[src/rtl/hazard_controller.sv]
// hazard_controller: hazard and sequencing controller for the 5-stage RV32 pipeline.
//
// Produces stall/flush controls for the IF/ID, ID/EX, EX/MEM and MEM/WB
// registers, EX-stage forwarding selects, and tracks variable-latency data
// memory accesses with a sticky timeout watchdog. Stall/flush/forward outputs
// are combinational from the inputs and are forced low while reset is held.
//
// Ports:
//   i_clk, i_rst_n              clock, asynchronous active-low reset
//   i_rs1D, i_rs2D              ID source registers
//   i_rs1E, i_rs2E, i_rdE       EX source/destination registers
//   i_loadE, i_pcsrcE           EX is a load / EX resolved a taken branch
//   i_rdM, i_regwriteM          MEM destination and write enable
//   i_rdW, i_regwriteW          WB destination and write enable
//   i_memreqM, i_memackM        data memory request / completion
//   o_stallF..o_stallM          hold PC and pipeline registers
//   o_flushD, o_flushE, o_flushW insert bubbles
//   o_fwdAE, o_fwdBE            00 regfile, 01 WB result, 10 MEM ALU result
//   o_mem_timeout               sticky watchdog error (cleared only by reset)
//   o_stall_cnt, o_flush_cnt    performance counters
//
// Optional feature: define HAZARD_PERF_EN to build the performance counters;
// otherwise both counter ports are tied to zero.
module hazard_controller #(
  parameter int unsigned MEM_TIMEOUT = 64,
  parameter int unsigned CNT_W       = 32
) (
  input  logic             i_clk,
  input  logic             i_rst_n,
  input  logic [4:0]       i_rs1D,
  input  logic [4:0]       i_rs2D,
  input  logic [4:0]       i_rs1E,
  input  logic [4:0]       i_rs2E,
  input  logic [4:0]       i_rdE,
  input  logic             i_loadE,
  input  logic             i_pcsrcE,
  input  logic [4:0]       i_rdM,
  input  logic             i_regwriteM,
  input  logic [4:0]       i_rdW,
  input  logic             i_regwriteW,
  input  logic             i_memreqM,
  input  logic             i_memackM,
  output logic             o_stallF,
  output logic             o_stallD,
  output logic             o_stallE,
  output logic             o_stallM,
  output logic             o_flushD,
  output logic             o_flushE,
  output logic             o_flushW,
  output logic [1:0]       o_fwdAE,
  output logic [1:0]       o_fwdBE,
  output logic             o_mem_timeout,
  output logic [CNT_W-1:0] o_stall_cnt,
  output logic [CNT_W-1:0] o_flush_cnt
);

  localparam int unsigned WAIT_W = $clog2(MEM_TIMEOUT + 1);
  localparam logic [WAIT_W-1:0] WAIT_MAX = WAIT_W'(MEM_TIMEOUT);

  typedef enum logic {
    ST_IDLE,
    ST_WAIT
  } state_t;

  state_t            state;
  logic [WAIT_W-1:0] wait_cnt;
  logic [WAIT_W-1:0] wait_inc;
  logic              lw_hz;
  logic              mem_hz;

  // Hazard detection
  assign lw_hz  = i_loadE && (i_rdE != 5'd0) && ((i_rdE == i_rs1D) || (i_rdE == i_rs2D));
  assign mem_hz = i_memreqM && !i_memackM;

  // Saturating increment of the wait counter
  assign wait_inc = (wait_cnt == WAIT_MAX) ? wait_cnt : wait_cnt + WAIT_W'(1);

  // Memory wait FSM and sticky watchdog
  always_ff @(posedge i_clk or negedge i_rst_n) begin
    if (!i_rst_n) begin
      state         <= ST_IDLE;
      wait_cnt      <= '0;
      o_mem_timeout <= 1'b0;
    end else begin
      case (state)
        ST_IDLE: begin
          if (mem_hz) state <= ST_WAIT;
        end
        ST_WAIT: begin
          // A dropped request is a protocol violation; leave quietly.
          if (i_memackM || !i_memreqM) begin
            state    <= ST_IDLE;
            wait_cnt <= '0;
          end else begin
            wait_cnt <= wait_inc;
          end
          if (wait_inc == WAIT_MAX) o_mem_timeout <= 1'b1;
        end
      endcase
    end
  end

  // Stall/flush priority: memory wait > taken branch > load-use
  always_comb begin
    o_stallF = 1'b0;
    o_stallD = 1'b0;
    o_stallE = 1'b0;
    o_stallM = 1'b0;
    o_flushD = 1'b0;
    o_flushE = 1'b0;
    o_flushW = 1'b0;
    if (i_rst_n) begin
      if (mem_hz) begin
        o_stallF = 1'b1;
        o_stallD = 1'b1;
        o_stallE = 1'b1;
        o_stallM = 1'b1;
        o_flushW = 1'b1;
      end else if (i_pcsrcE) begin
        // IF/ID favours stall over flush, so the load-use stall must not
        // be raised alongside a redirect or the wrong-path op would stay.
        o_flushD = 1'b1;
        o_flushE = 1'b1;
      end else if (lw_hz) begin
        o_stallF = 1'b1;
        o_stallD = 1'b1;
        o_flushE = 1'b1;
      end
    end
  end

  // Forwarding selects, MEM has priority over WB
  always_comb begin
    o_fwdAE = 2'b00;
    o_fwdBE = 2'b00;
    if (i_rst_n) begin
      if (i_regwriteM && (i_rdM != 5'd0) && (i_rdM == i_rs1E))      o_fwdAE = 2'b10;
      else if (i_regwriteW && (i_rdW != 5'd0) && (i_rdW == i_rs1E)) o_fwdAE = 2'b01;
      if (i_regwriteM && (i_rdM != 5'd0) && (i_rdM == i_rs2E))      o_fwdBE = 2'b10;
      else if (i_regwriteW && (i_rdW != 5'd0) && (i_rdW == i_rs2E)) o_fwdBE = 2'b01;
    end
  end

`ifdef HAZARD_PERF_EN
  // Performance counters, wrapping modulo 2^CNT_W
  always_ff @(posedge i_clk or negedge i_rst_n) begin
    if (!i_rst_n) begin
      o_stall_cnt <= '0;
      o_flush_cnt <= '0;
    end else begin
      if (o_stallF) o_stall_cnt <= o_stall_cnt + CNT_W'(1);
      if (o_flushD || o_flushE || o_flushW) o_flush_cnt <= o_flush_cnt + CNT_W'(1);
    end
  end
`else
  assign o_stall_cnt = '0;
  assign o_flush_cnt = '0;
`endif

endmodule
[config.mk]
export PLATFORM = sky130hd
export DESIGN_NAME = hazard_controller
export DESIGN_NICKNAME = d
export VERILOG_FILES = /design/src/rtl/hazard_controller.sv
export SDC_FILE = /design/constraint.sdc
export NUM_CORES = 1
export LEC_CHECK = 0
export ABC_AREA = 1
export CAP_MARGIN = 20
export CORE_MARGIN = 2
export CORE_UTILIZATION = 34
export DETAILED_ROUTE_END_ITERATION = 10
export GPL_ROUTABILITY_DRIVEN = 0
export PLACE_DENSITY = 0.81
export SYNTH_ARGS = -nofsm -noshare
export SYNTH_HDL_FRONTEND = slang
export SYNTH_SLANG_ARGS = --single-unit
[constraint.sdc]
create_clock -name i_clk -period 1.6 [get_ports i_clk]
set_input_delay 0.24 -clock i_clk [delete_from_list [all_inputs] [get_ports i_clk]]
set_output_delay 0.24 -clock i_clk [all_outputs]
set_load 0.01 [all_outputs]
==> impl_metrics.ini, run 1 <==
[worst_setup_path]
worstPathArrival_ns = 1.28
cp-start-kind = input port
critPathLaunch = i_rdM[0]
critPathMaxFanout = 3
r2r-start = wait_cnt[0]$_DFFE_PN0P_
critical_path_required_ns = 1.36
path_class = input port to primary output
cp-end-kind = primary output

[final_layout]
drive_above_1_share = 0.119
fin_area_um2 = 1970
areaGrowthSynthToFinish_pct = 26.3
n_antenna_cell = 0
final_core_util = 0.449
fin_cells = 355
final_nets = 349

[placement]
hpwlAfterDp_mm = 2.89
dpl_cell_area_um2 = 1940
post-place-cells = 350
pre_cts_ws_ns = -0.674
portBuffers = 54

[logic_synthesis]
synth_cells = 243
synth_top_cell_by_area = buf_4
ys_ff_latch = 9
syn_area_per_cell_um2 = 6.42
yosysMostFrequentCell = buf_4
synth_cell_types = 22
synth_edf_count = 0
seq_area_frac_synth = 0.144
syn_area_um2 = 1560
synth_top_area_frac = 0.323
async_flop_share = 1.00
netlist_top_cells_count = 67 x buf_4, 44 x nand2_1, 30 x inv_1, 24 x nor2_1, 17 x xor2_1
synth.area.top_cells = buf_4 32%, dfrtp_1 14%, nand2_1 11%, xor2_1 9.6%, inv_1 7.2%
yosysWarnings = 0
synth-main-ff-cell = dfrtp_1

[clock_tree]
insertion_delay_ns = 0.23
cts_inserted_buffers = 3
clock_path_buffers = 2
cts_tree = built
clkSlewWorstSetupHoldPaths_ns = 0.05
root_buffer = clkbuf_8
htreeDepth = 1
clkSinkCount = 9

[route]
drt-wirelength-per-cell_um = 9.52
routed_wl_mm = 3.38
post_drt_via_cell_ratio = 4.08
num_vias = 1447
drt_iter0_markers = 58
first_pass_iters = 4
drtAntennaViolNets = 0
route.detailed.drc = 0

[sta]
maxSlewViolCount = 0
fmax_ghz = 0.657
setup_viol = 0
post-route-period-util = 0.951
skew_ns = 0.00192
timing.final.hold_violations = 0
min_period_ns = 1.52
hold_ws_ns = 0.259
setup_tns_ns = 0
setup_slack_ns = 0.0790

[global_routing]
grt.overflow.total = 0
grt_max_degree = 13
grt_usage = 0.130
antenna_found_initial = 0
grt_pass1_wl_mm = 5.40
grt_pass1_vias = 1293

[worst_hold_path]
hp-class = input port to asynchronous set/reset pin

[floorplanning]
ios = 119
placementRows = 24
die_h_um = 71.7
initial_utilization = 0.356
coreArea_um2 = 4380
dieArea_um2 = 5140
die_w_um = 71.7

[power_and_ir_drop]
ir_worst_vdd_v = 0.000238
p_leak_nw = 1.13
p_total_mw = 0.888
power.density_nw_per_um2 = 451

[flow_run]
max-cap-violations = 0

[run_status]
status = finished, final reports clean
## cell usage in the layout (no fill, tap or decap)
master / instances
clkdlybuf4s15_1: 6
nor2b_1: 1
a21oi_1: 2
nand4_1: 3
nand2_1: 43
dfrtp_2: 1
o21ai_1: 2
nand3_2: 3
nand2_2: 2
buf_2: 4
o21ai_0: 7
or2_1: 1
dfrtp_1: 8
dlygate4sd2_1: 32
nand3_1: 11
nor3_1: 1
clkbuf_1: 1
o21bai_4: 1
inv_2: 2
buf_4: 7
clkbuf_2: 4
nor3_2: 3
dlymetal6s2s_1: 1
nor2b_2: 1
clkbuf_8: 3
xnor2_1: 6
ha_1: 2
a22oi_1: 1
nor2_1: 22
conb_1: 64
xor2_1: 17
clkdlybuf4s50_1: 5
buf_6: 2
o22ai_1: 3
inv_1: 28
nor2_2: 3
## power by group
part | switching (mW) | internal [mW]
clock network | 0.0928 | 0.174
logic | 0.214 | 0.151
registers | 0.0161 | 0.240
## timing repair
action	in CTS	in global routing
endpoints found under the setup margin	11	12
setup buffers	1	0
hold buffers	0	0
resized for setup	81	18
pin swaps	17	8
hold endpoints to repair	0	0
## registers in the layout, indices dropped and copies added, names as in the netlist
name           flops
state              1
wait_cnt           7
o_mem_timeout      1
## routing by layer
metal | wire, µm | vias up | GRT usage
met1 | 1330 | 622 | 0.147
met4 | 36 | 0 | 0.0377
met2 | 1690 | 84 | 0.240
met3 | 315 | 6 | 0.0323
li1 | - | 735 | -
met5 | 0 | - | 0
## cell families after synthesis
kind of cell | count (synthesis) | share of synthesized area
adders and majority gates | 2 | 0.0160
DFF | 9 | 0.144
AOI/OAI and AO/OA | 16 | 0.0570
buffers and inverters | 98 | 0.397
other | 1 | 0.00241
xor gates and xnor gates | 23 | 0.129
and+or+nand+nor | 94 | 0.254
## layout make-up
class | instances | area (µm²)
inverters | 30 | 113
flip-flops and latches | 9 | 226
clock buffers | 4 | 45.0
repair buffers | 61 | 518
well taps | 52 | 65.1
multi-input cells | 199 | 1000
fillers | 475 | 2410
## path summary, 6_finish.rpt
check	to	slack, ns	cells past startpoint
worst min register to register	o_mem_timeout$_DFFE_PN0P_	0.47	2
worst max-delay path	o_fwdAE[0]	0.08	6
worst min-delay path	wait_cnt[0]$_DFFE_PN0P_	0.26	3
max in group asynchronous	wait_cnt[0]$_DFFE_PN0P_	1.19	3
min in group i_clk	state$_DFF_PN0_	0.34	3
worst max register to register	o_mem_timeout$_DFFE_PN0P_	0.20	9
## critical path: stages
cell and delay (ns):
dlygate4sd2_1 0.27, xor2_1 0.16, nor3_2 0.22, nand3_2 0.10, nor2b_2 0.16, buf_2 0.13
No activity file was read; power rests on OpenSTA's default activity.
==> inputs of run 2 (changes only) <==
- GPL_ROUTABILITY_DRIVEN: 0 -> unset
==> results of run 2 <==
Final layout, timing and power as in run 1 (identical DEF).
==> inputs of run 3 (changes only) <==
- CORE_UTILIZATION: 34 -> 37
- PLACE_DENSITY: 0.81 -> 0.87
- clock period: 1.6 -> 1.9 ns (I/O delays scaled with it)
==> impl_metrics.ini, run 3 (synthesized netlist as in run 1, its figures left out) <==
[global_routing]
grt_usage = 0.149
grt.overflow.total = 0
antenna_found_initial = 0
grt_pass1_wl_mm = 5.38
grt_pass1_vias = 1297
grt_max_degree = 13

[run_status]
status = finished, final reports clean

[power_and_ir_drop]
ir_worst_vdd_v = 0.000168
p_leak_nw = 1.15
p_switching_mw = 0.266
swShare = 0.351
clkPwrFrac = 0.291
power.density_nw_per_um2 = 380
combPwrFrac = 0.426
pwr-share-seq = 0.283
p_int_mw = 0.493

[route]
post_drt_via_cell_ratio = 4.14
route.detailed.drc = 0
drt_iter0_markers = 41
num_vias = 1461
drt-wirelength-per-cell_um = 9.58
drtAntennaViolNets = 0
first_pass_iters = 5
routed_wl_mm = 3.38

[sta]
min_period_ns = 1.81
maxSlewViolCount = 0
timing.final.hold_violations = 0
skew_ns = 0.00175
fmax_ghz = 0.554
setup_slack_ns = 0.0934
setup_viol = 0
rsz0062_at_grt = true
hold_ws_ns = 0.423
post-route-period-util = 0.951

[worst_setup_path]
r2r_cells = 9
path_class = input port to primary output
r2r-start = wait_cnt[0]$_DFFE_PN0P_
cp-end-kind = primary output
cp-start-kind = input port
critPathMaxFanout = 2
critical_path_required_ns = 1.62
worstPathArrival_ns = 1.52
reg2reg_to = o_mem_timeout$_DFFE_PN0P_
r2r_slack_ns = 0.43

[clock_tree]
clock_path_buffers = 2
cts_inserted_buffers = 3
clkSinkCount = 9
post-cts-setup-buffers = 0
clkSlewWorstSetupHoldPaths_ns = 0.04
cts_tree = built
cts_hold_buf = 0
htreeDepth = 1
root_buffer = clkbuf_8
insertion_delay_ns = 0.23

[final_layout]
n_fill_cell = 413
top_register = wait_cnt
n_antenna_cell = 0
final_nets = 349
fin_cells = 353
top_regs = wait_cnt (7), o_mem_timeout (1), state (1)
final_cell_mix = 64 x conb_1, 43 x nand2_1, 29 x inv_1
drive_above_1_share = 0.0858
areaGrowthSynthToFinish_pct = 28.3
layout_commonest_cell = conb_1
largest_reg_flops = 7

[placement]
gp_congestion = 0.889
pre_cts_ws_ns = -0.468
portBuffers = 54
post-place-cells = 349
hpwlAfterDp_mm = 2.98

[floorplanning]
die_w_um = 68.9
coreArea_um2 = 4030
die_h_um = 68.9
initial_utilization = 0.387
placementRows = 23
ios = 119
dieArea_um2 = 4750

[worst_hold_path]
hp-class = input port to asynchronous set/reset pin

[flow_run]
max-cap-violations = 0
run 3: what timing repair did:
item,CTS,global route
endpoints found under the setup margin,11,7
gates resized for setup,41,17
pin swaps,2,7
run 3: per-layer routing:
metal / share of wire / up-vias / track usage
met1: 0.38 / 639 / 0.159
met2: 0.53 / 77 / 0.292
met5: 0 / - / 0
met3: 0.077 / 7 / 0.0244
li1: - / 738 / -
met4: 0.015 / 0 / 0.0515
run 3: worst max-delay path, cell delays in order:
cell and delay (ns):
clkdlybuf4s50_1 0.51, xnor2_1 0.13, nand2_1 0.08, nor3_2 0.17, nand3_1 0.08, nor2b_1 0.12, buf_2 0.14
run 3: worst max path at each step:
stage	from	to	cells past startpoint
floorplan	i_memreqM	o_stallF	6
global placement	i_rdE[1]	o_stallF	10
detailed placement	i_rdE[4]	o_stallF	10
CTS	i_rdW[3]	o_fwdBE[0]	7
global route	i_rs1D[3]	o_stallF	10
finish	i_rs1E[4]	o_fwdAE[0]	7
run 3: cell type report:
cell class,instances,area [µm²],area share
inverters,30,113,0.0563
well taps,50,62.6,0.0313
repair buffers,61,574,0.287
flip-flops and latches,9,225,0.113
clock buffers,4,45.0,0.0225
multi-input cells,199,980,0.490
run 3: through the flow:
step                total power [mW]  instance area, µm²  TNS [ns]  utilization
floorplan                      0.480                1800         0            -
global placement               0.536                1940     -3.24        0.483
detailed placement             0.543                1940     -3.46        0.483
CTS                            0.755                1970         0        0.489
global route                   0.814                2000   -0.0115        0.496
finish                         0.759                2000         0        0.496
run 3: power by group through the flow:
stage                     logic (mW)  registers, mW  clock network (mW)
final                          0.324          0.215               0.221
after global routing           0.365          0.216               0.234
after CTS                      0.319          0.214               0.222
after detailed placement       0.326          0.217                   0
after global placement         0.320          0.216                   0
after floorplan                0.267          0.213                   0
